## config.mk

```make
export PLATFORM = sky130hd
export DESIGN_NAME = bank_arbiter_flat
export DESIGN_NICKNAME = d
export VERILOG_FILES = /design/src/rtl/bank_arbiter_if.sv /design/src/rtl/bank_arbiter.sv /design/src/flat_wrapper.sv
export SDC_FILE = /design/constraint.sdc
export NUM_CORES = 1
export LEC_CHECK = 0
export ABC_AREA = 1
export ABC_CLOCK_PERIOD_IN_PS = 2850
export CAP_MARGIN = 0
export CELL_PAD_IN_SITES_DETAIL_PLACEMENT = 1
export CELL_PAD_IN_SITES_GLOBAL_PLACEMENT = 1
export CORE_AREA = 2 2 319 321
export DETAILED_ROUTE_END_ITERATION = 16
export DIE_AREA = 0 0 321 323
export PLACE_DENSITY = 0.49
export SLEW_MARGIN = 10
export SYNTH_ARGS = -nofsm -noshare
export SYNTH_HDL_FRONTEND = slang
export SYNTH_SLANG_ARGS = --single-unit
```

## constraint.sdc

```tcl
create_clock -name clk -period 2.85 [get_ports clk]
set_clock_uncertainty 0.1 [all_clocks]
set_input_delay 0.57 -clock clk [delete_from_list [all_inputs] [get_ports clk]]
set_output_delay 0.57 -clock clk [all_outputs]
set_load 0.02 [all_outputs]
```

## src/rtl/bank_arbiter_if.sv

```systemverilog
// Signal bundle between the three bank requesters (IC, MVU, Ctrl), the arbiter and the BRAM port.
// slave = arbiter side; master = requesters plus the BRAM behind the arbiter.
interface bank_arbiter_if #(
  parameter int a = 9,
  parameter int w = 128
);
  logic         req_ic,    req_mvu,    req_ctrl;
  logic         lock_ic,   lock_mvu,   lock_ctrl;
  logic         we_ic,     we_mvu,     we_ctrl;
  logic [a-1:0] addr_ic,   addr_mvu,   addr_ctrl;
  logic [w-1:0] wdata_ic,  wdata_mvu,  wdata_ctrl;
  logic         gnt_ic,    gnt_mvu,    gnt_ctrl;
  logic         rvalid_ic, rvalid_mvu, rvalid_ctrl;
  logic [w-1:0] rdata;

  logic [a-1:0] bram_addr;
  logic [w-1:0] bram_wdata;
  logic         bram_we;
  logic [w-1:0] bram_rdata;

  modport slave (
    input  req_ic, req_mvu, req_ctrl,
    input  lock_ic, lock_mvu, lock_ctrl,
    input  we_ic, we_mvu, we_ctrl,
    input  addr_ic, addr_mvu, addr_ctrl,
    input  wdata_ic, wdata_mvu, wdata_ctrl,
    output gnt_ic, gnt_mvu, gnt_ctrl,
    output rvalid_ic, rvalid_mvu, rvalid_ctrl,
    output rdata,
    output bram_addr, bram_wdata, bram_we,
    input  bram_rdata
  );

  modport master (
    output req_ic, req_mvu, req_ctrl,
    output lock_ic, lock_mvu, lock_ctrl,
    output we_ic, we_mvu, we_ctrl,
    output addr_ic, addr_mvu, addr_ctrl,
    output wdata_ic, wdata_mvu, wdata_ctrl,
    input  gnt_ic, gnt_mvu, gnt_ctrl,
    input  rvalid_ic, rvalid_mvu, rvalid_ctrl,
    input  rdata,
    input  bram_addr, bram_wdata, bram_we,
    output bram_rdata
  );
endinterface

```

## src/rtl/bank_arbiter.sv

```systemverilog
// Shares one BRAM bank among IC > MVU > Ctrl with aging and locked bursts; grant 1 cycle after request,
// read data 1 cycle after access. Requesters hold req/addr/we/wdata until they see their grant.
module bank_arbiter #(
  parameter int a        = 9,
  parameter int w        = 128,
  parameter int MAXWAIT  = 8,
  parameter int MAXBURST = 4
) (
  input  logic          clk,
  input  logic          rst,
  bank_arbiter_if.slave bus
);

  localparam int BW = $clog2(MAXBURST) + 1;
  localparam int WW = $clog2(MAXWAIT + 1);
  localparam logic [BW-1:0] BURST_LAST = BW'(MAXBURST - 1);
  localparam logic [WW-1:0] WAIT_SAT   = WW'(MAXWAIT);

  typedef enum logic [1:0] {
    OWN_NONE,
    OWN_IC,
    OWN_MVU,
    OWN_CTRL
  } owner_e;

  owner_e        owner_q, owner_d;
  logic [BW-1:0] burst_q, burst_d;
  logic [WW-1:0] wait_mvu_q, wait_mvu_d;
  logic [WW-1:0] wait_ctrl_q, wait_ctrl_d;
  logic [2:0]    rvalid_q, rvalid_d;

  logic          own_req;
  logic          own_lock;
  logic          own_we;
  logic [a-1:0]  own_addr;
  logic [w-1:0]  own_wdata;
  logic          access;
  logic          hold;

  // Current owner's request fields; everything reads as zero when the bank is free.
  always_comb begin
    own_req   = 1'b0;
    own_lock  = 1'b0;
    own_we    = 1'b0;
    own_addr  = '0;
    own_wdata = '0;
    unique case (owner_q)
      OWN_IC: begin
        own_req   = bus.req_ic;
        own_lock  = bus.lock_ic;
        own_we    = bus.we_ic;
        own_addr  = bus.addr_ic;
        own_wdata = bus.wdata_ic;
      end
      OWN_MVU: begin
        own_req   = bus.req_mvu;
        own_lock  = bus.lock_mvu;
        own_we    = bus.we_mvu;
        own_addr  = bus.addr_mvu;
        own_wdata = bus.wdata_mvu;
      end
      OWN_CTRL: begin
        own_req   = bus.req_ctrl;
        own_lock  = bus.lock_ctrl;
        own_we    = bus.we_ctrl;
        own_addr  = bus.addr_ctrl;
        own_wdata = bus.wdata_ctrl;
      end
      default: ;
    endcase
  end

  // Reset also blocks the access of the cycle in which it is asserted.
  assign access = own_req & ~rst;
  assign hold   = (owner_q != OWN_NONE) & own_req & own_lock & (burst_q < BURST_LAST);

  always_comb begin
    owner_d     = OWN_NONE;
    burst_d     = '0;
    wait_mvu_d  = '0;
    wait_ctrl_d = '0;
    rvalid_d    = '0;

    if (hold) begin
      owner_d = owner_q;
      burst_d = burst_q + 1'b1;
    end else if (wait_mvu_q == WAIT_SAT && bus.req_mvu) begin
      owner_d = OWN_MVU;
    end else if (wait_ctrl_q == WAIT_SAT && bus.req_ctrl) begin
      owner_d = OWN_CTRL;
    end else if (bus.req_ic) begin
      owner_d = OWN_IC;
    end else if (bus.req_mvu) begin
      owner_d = OWN_MVU;
    end else if (bus.req_ctrl) begin
      owner_d = OWN_CTRL;
    end

    if (bus.req_mvu && owner_d != OWN_MVU)
      wait_mvu_d = (wait_mvu_q == WAIT_SAT) ? wait_mvu_q : wait_mvu_q + 1'b1;
    if (bus.req_ctrl && owner_d != OWN_CTRL)
      wait_ctrl_d = (wait_ctrl_q == WAIT_SAT) ? wait_ctrl_q : wait_ctrl_q + 1'b1;

    rvalid_d[0] = access & ~own_we & (owner_q == OWN_IC);
    rvalid_d[1] = access & ~own_we & (owner_q == OWN_MVU);
    rvalid_d[2] = access & ~own_we & (owner_q == OWN_CTRL);
  end

  always_ff @(posedge clk) begin
    if (rst) begin
      owner_q     <= OWN_NONE;
      burst_q     <= '0;
      wait_mvu_q  <= '0;
      wait_ctrl_q <= '0;
      rvalid_q    <= '0;
    end else begin
      owner_q     <= owner_d;
      burst_q     <= burst_d;
      wait_mvu_q  <= wait_mvu_d;
      wait_ctrl_q <= wait_ctrl_d;
      rvalid_q    <= rvalid_d;
    end
  end

  assign bus.gnt_ic      = (owner_q == OWN_IC);
  assign bus.gnt_mvu     = (owner_q == OWN_MVU);
  assign bus.gnt_ctrl    = (owner_q == OWN_CTRL);
  assign bus.rvalid_ic   = rvalid_q[0];
  assign bus.rvalid_mvu  = rvalid_q[1];
  assign bus.rvalid_ctrl = rvalid_q[2];
  assign bus.rdata       = bus.bram_rdata;

  assign bus.bram_we     = access & own_we;
  assign bus.bram_addr   = rst ? '0 : own_addr;
  assign bus.bram_wdata  = rst ? '0 : own_wdata;

endmodule

```

## src/flat_wrapper.sv

```systemverilog
// flat-port wrapper written by rule: the top's interface ports become plain ports
module bank_arbiter_flat 
#(
  parameter int a        = 9,
  parameter int w        = 128,
  parameter int MAXWAIT  = 8,
  parameter int MAXBURST = 4
)
  (clk, rst, bus_req_ic, bus_req_mvu, bus_req_ctrl, bus_lock_ic, bus_lock_mvu, bus_lock_ctrl, bus_we_ic, bus_we_mvu, bus_we_ctrl, bus_addr_ic, bus_addr_mvu, bus_addr_ctrl, bus_wdata_ic, bus_wdata_mvu, bus_wdata_ctrl, bus_gnt_ic, bus_gnt_mvu, bus_gnt_ctrl, bus_rvalid_ic, bus_rvalid_mvu, bus_rvalid_ctrl, bus_rdata, bus_bram_addr, bus_bram_wdata, bus_bram_we, bus_bram_rdata);
  bank_arbiter_if #(.a(a), .w(w)) bus_i ();
  input  logic clk;
  input  logic rst;
  input wire logic [$bits(bus_i.req_ic)-1:0] bus_req_ic;
  input wire logic [$bits(bus_i.req_mvu)-1:0] bus_req_mvu;
  input wire logic [$bits(bus_i.req_ctrl)-1:0] bus_req_ctrl;
  input wire logic [$bits(bus_i.lock_ic)-1:0] bus_lock_ic;
  input wire logic [$bits(bus_i.lock_mvu)-1:0] bus_lock_mvu;
  input wire logic [$bits(bus_i.lock_ctrl)-1:0] bus_lock_ctrl;
  input wire logic [$bits(bus_i.we_ic)-1:0] bus_we_ic;
  input wire logic [$bits(bus_i.we_mvu)-1:0] bus_we_mvu;
  input wire logic [$bits(bus_i.we_ctrl)-1:0] bus_we_ctrl;
  input wire logic [$bits(bus_i.addr_ic)-1:0] bus_addr_ic;
  input wire logic [$bits(bus_i.addr_mvu)-1:0] bus_addr_mvu;
  input wire logic [$bits(bus_i.addr_ctrl)-1:0] bus_addr_ctrl;
  input wire logic [$bits(bus_i.wdata_ic)-1:0] bus_wdata_ic;
  input wire logic [$bits(bus_i.wdata_mvu)-1:0] bus_wdata_mvu;
  input wire logic [$bits(bus_i.wdata_ctrl)-1:0] bus_wdata_ctrl;
  output wire logic [$bits(bus_i.gnt_ic)-1:0] bus_gnt_ic;
  output wire logic [$bits(bus_i.gnt_mvu)-1:0] bus_gnt_mvu;
  output wire logic [$bits(bus_i.gnt_ctrl)-1:0] bus_gnt_ctrl;
  output wire logic [$bits(bus_i.rvalid_ic)-1:0] bus_rvalid_ic;
  output wire logic [$bits(bus_i.rvalid_mvu)-1:0] bus_rvalid_mvu;
  output wire logic [$bits(bus_i.rvalid_ctrl)-1:0] bus_rvalid_ctrl;
  output wire logic [$bits(bus_i.rdata)-1:0] bus_rdata;
  output wire logic [$bits(bus_i.bram_addr)-1:0] bus_bram_addr;
  output wire logic [$bits(bus_i.bram_wdata)-1:0] bus_bram_wdata;
  output wire logic [$bits(bus_i.bram_we)-1:0] bus_bram_we;
  input wire logic [$bits(bus_i.bram_rdata)-1:0] bus_bram_rdata;
  assign bus_i.req_ic = bus_req_ic;
  assign bus_i.req_mvu = bus_req_mvu;
  assign bus_i.req_ctrl = bus_req_ctrl;
  assign bus_i.lock_ic = bus_lock_ic;
  assign bus_i.lock_mvu = bus_lock_mvu;
  assign bus_i.lock_ctrl = bus_lock_ctrl;
  assign bus_i.we_ic = bus_we_ic;
  assign bus_i.we_mvu = bus_we_mvu;
  assign bus_i.we_ctrl = bus_we_ctrl;
  assign bus_i.addr_ic = bus_addr_ic;
  assign bus_i.addr_mvu = bus_addr_mvu;
  assign bus_i.addr_ctrl = bus_addr_ctrl;
  assign bus_i.wdata_ic = bus_wdata_ic;
  assign bus_i.wdata_mvu = bus_wdata_mvu;
  assign bus_i.wdata_ctrl = bus_wdata_ctrl;
  assign bus_gnt_ic = bus_i.gnt_ic;
  assign bus_gnt_mvu = bus_i.gnt_mvu;
  assign bus_gnt_ctrl = bus_i.gnt_ctrl;
  assign bus_rvalid_ic = bus_i.rvalid_ic;
  assign bus_rvalid_mvu = bus_i.rvalid_mvu;
  assign bus_rvalid_ctrl = bus_i.rvalid_ctrl;
  assign bus_rdata = bus_i.rdata;
  assign bus_bram_addr = bus_i.bram_addr;
  assign bus_bram_wdata = bus_i.bram_wdata;
  assign bus_bram_we = bus_i.bram_we;
  assign bus_i.bram_rdata = bus_bram_rdata;
  bank_arbiter #(.a(a), .w(w), .MAXWAIT(MAXWAIT), .MAXBURST(MAXBURST)) u_core (.clk(clk), .rst(rst), .bus(bus_i));
endmodule
```

---- Word level (Yosys, flattened, before mapping) ----
Index checks and enable logic that the tools add are counted.
operators by class
  $mul .................................... 0
  muxes and demuxes ....................... 13
  divide/modulo/power cells ............... 0
  reduce and logical (&&, ||, !) cells .... 8
  add/sub/neg operators ................... 3
  magnitude comparators ................... 1
  equal/unequal tests ..................... 7
  shift operators ......................... 0
  bitwise operators ....................... 14
operator list
  operator             number
  $pmux 128 s3         1
  $mux 128             1
  $pmux 9 s3           1
  $mux 2               6
  $and 1x1->1          9
  $mux 9               1
  $pmux 1 s3           3
  $add 4x1->4 const B  2
  $eq 4x4->1 const B   2
  $reduce_or 2->1      3
  $not 1->1            5
  $eq 2x2->1 const B   2
  $logic_and 1x1->1    4
  $ne 2x2->1 const B   2
  $add 3x1->3 const B  1
  $lt 3x2->1 const B   1
  $eq 2x1->1 const B   1
  $reduce_bool 2->1    1
word-level totals
  word-level logic and storage cells ...... 51
  memories kept ........................... 0
  output and inout bits ................... 272
  bits in read-only memories .............. 0
  register bits after elaboration ......... 16
  bits in writable memories ............... 0
  latch bits .............................. 0

---- Depth between registers and ports, before layout ----
Gate-level depths: netlist (run 1).
  depth after elaboration ................. 10
  gate-level depth with buffers ........... 11
  depth with buffers taken out ............ 11

---- Worst setup path after synthesis (run 1) ----
No wires, ideal clock.
  path type ............................... reg2out
  from .................................... reg u_core.owner_q[1]
  to ...................................... out bus_bram_addr[0]
  arrival time ............................ 1.438 ns
  slack ................................... 0.742 ns
  data required time ...................... 2.180 ns
  cell stages (with the launch flop) ...... 9
  cell sequence ........................... dfxtp_1 -> buf_2 -> inv_1 -> nor2_2 -> buf_1 -> nand2_1 -> nand3_1 -> nand2_1 -> inv_1
on the way
  word-level cells in the longest chain between the ends .. 3
RTL lines
  what                    RTL line             RTL
  start, declared         bank_arbiter.sv:26   owner_e owner_q, owner_d;
  start signal, assigned  bank_arbiter.sv:117  owner_q <= owner_d;
  $eq 2x2->1              --
  net bus_gnt_mvu         flat_wrapper.sv:29   output wire logic [$bits(bus_i.gnt_mvu)-1:0] bus_gnt_mvu;
  $pmux 9 s3              bank_arbiter.sv:47   unique case (owner_q)
  $mux 9                  bank_arbiter.sv:134  assign bus.bram_addr = rst ? '0 : own_addr;
  end, declared           flat_wrapper.sv:35   output wire logic [$bits(bus_i.bram_addr)-1:0] bus_bram_addr;
The timed path passes the listed nets, and every way through them passes these cells.

---- Worst setup path after layout (run 1) ----
  from .................................... reg u_core.owner_q[1]
  to ...................................... out bus_bram_wdata[8]
on the way
  word-level cells in the longest chain between the ends .. 3
RTL lines
  what                                             RTL line             RTL
  $eq 2x2->1 / $eq 2x1->1 (equally long branches)  bank_arbiter.sv:47
  $pmux 128 s3 *                                   bank_arbiter.sv:47
  $mux 128 *                                       bank_arbiter.sv:135  assign bus.bram_wdata = rst ? '0 : own_wdata;
  end, declared                                    flat_wrapper.sv:36   output wire logic [$bits(bus_i.bram_wdata)-1:0] bus_bram_wdata;
Every way passes the cells marked *; elsewhere a longest branch is shown, timed or not.

==> results of run 1 <==
-- worst max path at each step --
stage	depth (start not counted)	endpoint	from
3_3_place_gp	7	bus_bram_wdata[84]	rst
4_1_cts	9	bus_bram_wdata[23]	u_core.owner_q[1]$_SDFF_PP0_
2_1_floorplan	8	bus_bram_addr[0]	u_core.owner_q[1]$_SDFF_PP0_
6_report	9	bus_bram_wdata[8]	u_core.owner_q[1]$_SDFF_PP0_
5_1_grt	10	bus_bram_wdata[95]	u_core.owner_q[1]$_SDFF_PP0_
3_5_place_dp	7	bus_bram_wdata[57]	rst
-- per-layer routing --
metal	GRT usage (%)	share of wire, %
met4	3.39	3.8
met2	16.3	44
met1	12.5	43
met5	0.741	0.36
met3	3.58	8.9
-- cell families after synthesis --
kind of cell             after synthesis  share of synthesized area [%]
XOR/XNOR                               7                           1.15
buffers and inverters                346                           34.3
adder cells (fa/ha/maj)                5                           1.17
AND/OR/NAND/NOR                      744                           56.5
AO/OA/AOI/OAI                          8                          0.868
flip-flops                            16                           6.00
-- critical path, delay by kind of cell (launching register included) --
| family | cells | cell delay (ps) |
|---|---|---|
| buffers and inverters | 5 | 960 |
| and+or+nand+nor | 4 | 430 |
| DFF | 1 | 390 |
-- Yosys cell counts --
| cell type | count | area share, % |
|---|---|---|
| inv_2 | 1 | 0.070 |
| xor2_1 | 6 | 0.98 |
| nor2_2 | 1 | 0.12 |
| clkinv_1 | 1 | 0.070 |
| nor2_4 | 1 | 0.21 |
| buf_2 | 40 | 3.8 |
| nand3_2 | 2 | 0.38 |
| a21oi_1 | 4 | 0.38 |
| buf_4 | 128 | 18 |
| inv_1 | 155 | 11 |
| nand2_1 | 567 | 40 |
| o21bai_1 | 1 | 0.14 |
| nand3_1 | 149 | 14 |
| o21ai_0 | 2 | 0.19 |
| nand4_1 | 6 | 0.70 |
| buf_1 | 1 | 0.070 |
| dfxtp_1 | 16 | 6.0 |
| nor2_1 | 18 | 1.3 |
| ha_1 | 5 | 1.2 |
| xnor2_1 | 1 | 0.16 |
| clkbuf_1 | 20 | 1.4 |
| a22o_1 | 1 | 0.16 |
-- final cells by class --
class | instances | area, sq um | share of cell area (%)
multi-input cells | 764 | 3210 | 26.0
inverters | 157 | 599 | 4.85
diodes | 6 | 15.0 | 0.121
repair buffers | 652 | 6500 | 52.6
clock buffers | 3 | 75.1 | 0.607
flip-flops and latches | 16 | 323 | 2.61
well taps | 1309 | 1640 | 13.2
-- state kept, by name, indices dropped and copies added (netlist names) --
register,flops
u_core.burst_q,3
u_core.owner_q,2
u_core.rvalid_q,3
u_core.wait_ctrl_q,4
u_core.wait_mvu_q,4
-- cells in the final DEF (no fill, tap or decap), types with 4 or more instances in the layout --
master           instances
diode_2                  6
clkdlybuf4s15_1         13
nand2_1                562
dfxtp_1                 14
ha_1                     5
nand2_2                  5
nand3_1                148
buf_4                   74
buf_12                  28
inv_1                  154
clkbuf_2                21
xor2_1                   6
dlygate4sd2_1           86
nand4_1                  6
nor2_1                  18
bufbuf_16                4
clkdlybuf4s50_1        426
-- report_power, final --
part / leakage (nW) / internal [mW] / switching [mW]
clock network: 0.0370 / 0.185 / 0.0938
registers: 0.131 / 0.230 / 0.00684
logic: 5.95 / 0.924 / 0.782
total: 6.11 / 1.34 / 0.882
-- stage by stage --
| stage | power [mW] | worst slack, ps | area, sq um |
|---|---|---|---|
| 3_5_place_dp | 1.98 | -201 | 12200 |
| 3_3_place_gp | 1.98 | -193 | 12200 |
| 5_1_grt | 2.40 | -0.0226 | 12400 |
| 2_1_floorplan | 1.06 | 742 | 5340 |
| 4_1_cts | 2.28 | 18.0 | 12400 |
| 6_report | 2.22 | 133 | 12400 |
-- timing repair --
action / CTS / global route
pin swaps: 2 / 0
cloned: 4 / 0
gates resized for setup: 127 / 57
setup buffers: 5 / 0
setup endpoints to repair: 119 / 40
==> metrics.txt, run 1 <==
status finished clean; drt pass-1 iters 4; Post-Syn Instances 1126; hold path start u_core.burst_q[0]$_SDFF_PP0_; # DRC 0; final design utilization 12.3%; setup TNS 0 ps; critical path class register to output pin; Final setup viols 0; die area 104000 sq um; DIE HEIGHT 323 um; fill count 12400; Critical Path Fanout Max 14; CP startpoint kind register; worst reg2reg setup slack 780 ps; final worst path period share 95.3%; std cell rows 117; Via Count 8546; antenna violations before repair 25; r2r endpoint u_core.wait_ctrl_q[2]$_SDFFE_PP0P_; CP peak stage delay 390 ps; Reg clk slew, reported paths 50 ps; CTS Buf Count 3; total core area 101000 sq um; Post-Route WL 55.8 mm; hold depth 1; worst hold path class register to register; htree depth 1; pwr/cell area 180 nW/um^2; largest net degree at the start of global routing 34; Initial Util 5.30%; gr usage total 10.1%; post-DP HPWL 48.5 mm; Avg Inst Size Synth 4.74 sq um; CTS tree done; Vias/cell 2.94; 1st-iter DRT viols 281; worst-margin pin slew 415 ps; CTS hold repair buffers 0; antenna viol nets, final 0; Seq/Total Area, Yosys 6.00%; final hold vios 0; IO buf count 565; IO Pins 822; Leak 6.11 nW; worst hold endpoint u_core.burst_q[0]$_SDFF_PP0_; vias in the first global route 8963; flops & latches, synth 16; Max rail drop VDD 0.161 mV; Crit-path slowest cell dfxtp_2; Clock Latency Late Sink 250 ps; worst path cell trace inv_1, nor2_4, buf_4, bufbuf_16, nand2_1, nand3_1, nand2_1, inv_1, dlygate4sd2_1; Yosys warning total 0; fmax 0.368 GHz; Slew headroom 72.4%; Worst Path Arrival 2050 ps; Worst EP required 2180 ps; Sink Count 16; Syn Std Cell Area 5340 sq um; Hold WS 362 ps; global-route wire length before repair 72.8 mm; CTS Root Cell clkbuf_16; Post-Layout Cell Count 2907; synthesis-to-layout area growth 132%; Total Nets Final 2149; Clock Tree Buf Depth 2; Crit. End Element output pin; worst r2r src u_core.owner_q[1]$_SDFF_PP0_; Avg WL per Cell 19.2 um; Congestion Overflow GR 0; Reg2Reg Depth 13; syn nets 1681; layout cells sized above 1 9.17%; GP Congestion 0.781; Die Span X 321 um; fin crit period 2720 ps; maxcap violations 0; Placed Cells 2889; Slew Limit Fails 0; distinct cell type count after synthesis 22
(Power assumes the default switching activity.)
==> inputs of run 2 (changes only) <==
- ABC_CLOCK_PERIOD_IN_PS: 2850 -> 2300
- CORE_AREA: 2 2 319 321 -> 2 2 318 320
- DIE_AREA: 0 0 321 323 -> 0 0 320 322
- PLACE_DENSITY: 0.49 -> 0.5
- clock period: 2.85 -> 2.3 ns (I/O delays scaled with it)
==> run 2 against run 1 <==
The flow now finishes with violations (negative setup slack). Worst setup slack got worse by 260 ps. Critical endpoint is now bus_bram_wdata[89]. Largest power group unchanged. Die area decreased by 0.62%. Critical path depth increased by 2. Via count increased by 5.7%. Global-route usage increased by 0.40 points. Design area increased by 22%.
==> metrics.txt, run 2 (synthesis gave the netlist of run 1 again) <==
final worst slack -132 ps; Total Nets Final 2196; Congestion Overflow GR 0; DIE HEIGHT 322 um; post-route cell area 15100 sq um; layout cells sized above 1 37.5%; Initial Util 5.36%; unrepaired setup endpoints after global routing true; CTS Buf Count 3; final hold vios 0; top flop regs u_core.wait_ctrl_q (4), u_core.wait_mvu_q (4); Final setup viols 92; Reg clk slew, reported paths 50 ps; CTS tree done; die area 103000 sq um; Power, Total 3.50 mW; commonest non-fill, non-tap cells in the layout clkdlybuf4s50_1, nand2_1, buf_6; Vias/cell 3.07; IO Pins 822; Sink Count 16; synthesis-to-layout area growth 182%; # DRC 0; Clock Latency Late Sink 250 ps; GP Congestion 0.761; 1st-iter DRT viols 225; Leak 7.57 nW; Worst Path Arrival 1870 ps; Post-Route WL 60.7 mm; worst hold path class register to register; Avg WL per Cell 20.7 um; htree depth 1; antenna violations before repair 35; maxcap violations 0; gr usage total 10.5%; antenna viol nets, final 0; IO buf count 565; final design utilization 15.1%; vias in the first global route 9147; Crit. End Element output pin; Slew Limit Fails 0; worst-margin pin slew 395 ps; placed instance area 12200 sq um; most common cell after layout, fill and taps aside clkdlybuf4s50_1; violated checks negative setup slack; Slew headroom 73.7%; pwr/cell area 232 nW/um^2; fmax 0.411 GHz; CTS Root Cell clkbuf_16; largest net degree at the start of global routing 47; critical path class register to output pin; Worst EP required 1740 ps; std cell rows 116; Clock Tree Buf Depth 2; total core area 99600 sq um; setup TNS -4250 ps; Via Count 9030; Critical Path Fanout Max 8; Max rail drop VDD 0.178 mV; status finished, violations left; CTS hold repair buffers 0; post-DP HPWL 47.7 mm; global-route wire length before repair 75.3 mm; drt pass-1 iters 4; Die Span X 320 um; CP startpoint kind register; final worst path period share 106%; fin crit period 2430 ps
[run 2: critical path, stage by stage (launching register included)]
cell and delay, ps:
dfxtp_4 360, buf_6 120, nor2_4 140, buf_12 150, buf_12 160, buf_6 120, clkbuf_16 140, nand2_1 50
nand3_1 70, nand2_1 70, inv_1 60, buf_2 150
[run 2: final timing paths]
kind              cells past startpoint                          from                                 end  slack (ps)
setup / recovery                     11  u_core.owner_q[0]$_SDFF_PP0_                  bus_bram_wdata[89]        -130
hold / removal                        1  u_core.burst_q[0]$_SDFF_PP0_        u_core.burst_q[0]$_SDFF_PP0_         360
setup reg to reg                     13  u_core.owner_q[1]$_SDFF_PP0_  u_core.wait_ctrl_q[2]$_SDFFE_PP0P_         300
hold reg to reg                       1  u_core.burst_q[0]$_SDFF_PP0_        u_core.burst_q[0]$_SDFF_PP0_         360
[run 2: report_power, final]
| part | switching (mW) | internal [mW] | leakage [nW] |
|---|---|---|---|
| Sequential | 0.00819 | 0.284 | 0.131 |
| Clock | 0.124 | 0.265 | 0.0442 |
| Combinational | 1.26 | 1.56 | 7.39 |
| Total | 1.40 | 2.10 | 7.57 |
[run 2: final cells by class]
cell class | instances | area [sq um]
diodes | 2 | 5.00
well taps | 1298 | 1620
repair buffers | 699 | 7850
clock buffers | 4 | 88.8
fillers | 12000 | 84500
multi-input cells | 764 | 4570
flip-flops and latches | 16 | 328
inverters | 157 | 602
[run 2: per-layer routing]
metal | part of all wire [%] | routed length [um] | vias up | global-route usage (%)
li1 | - | - | 4250 | -
met1 | 41 | 25200 | 4117 | 13.0
met2 | 45 | 27200 | 480 | 17.0
met3 | 10 | 6250 | 157 | 4.49
met4 | 3.2 | 1960 | 26 | 2.14
met5 | 0.28 | 172 | - | 0
[run 2: stage by stage]
step | hold slack, ps | worst slack [ps] | instances
2_1_floorplan | 318 | 302 | 1126
3_3_place_gp | 338 | -421 | 2874
3_5_place_dp | 349 | -412 | 2874
4_1_cts | 360 | -206 | 2914
5_1_grt | 388 | -213 | 2938
6_report | 360 | -132 | 2940
[run 2: timing repair]
item                       in CTS  in global routing
pin swaps                       6                 41
setup buffers                  23                 20
cloned                         13                 13
resized for setup             694                538
setup endpoints to repair     140                139
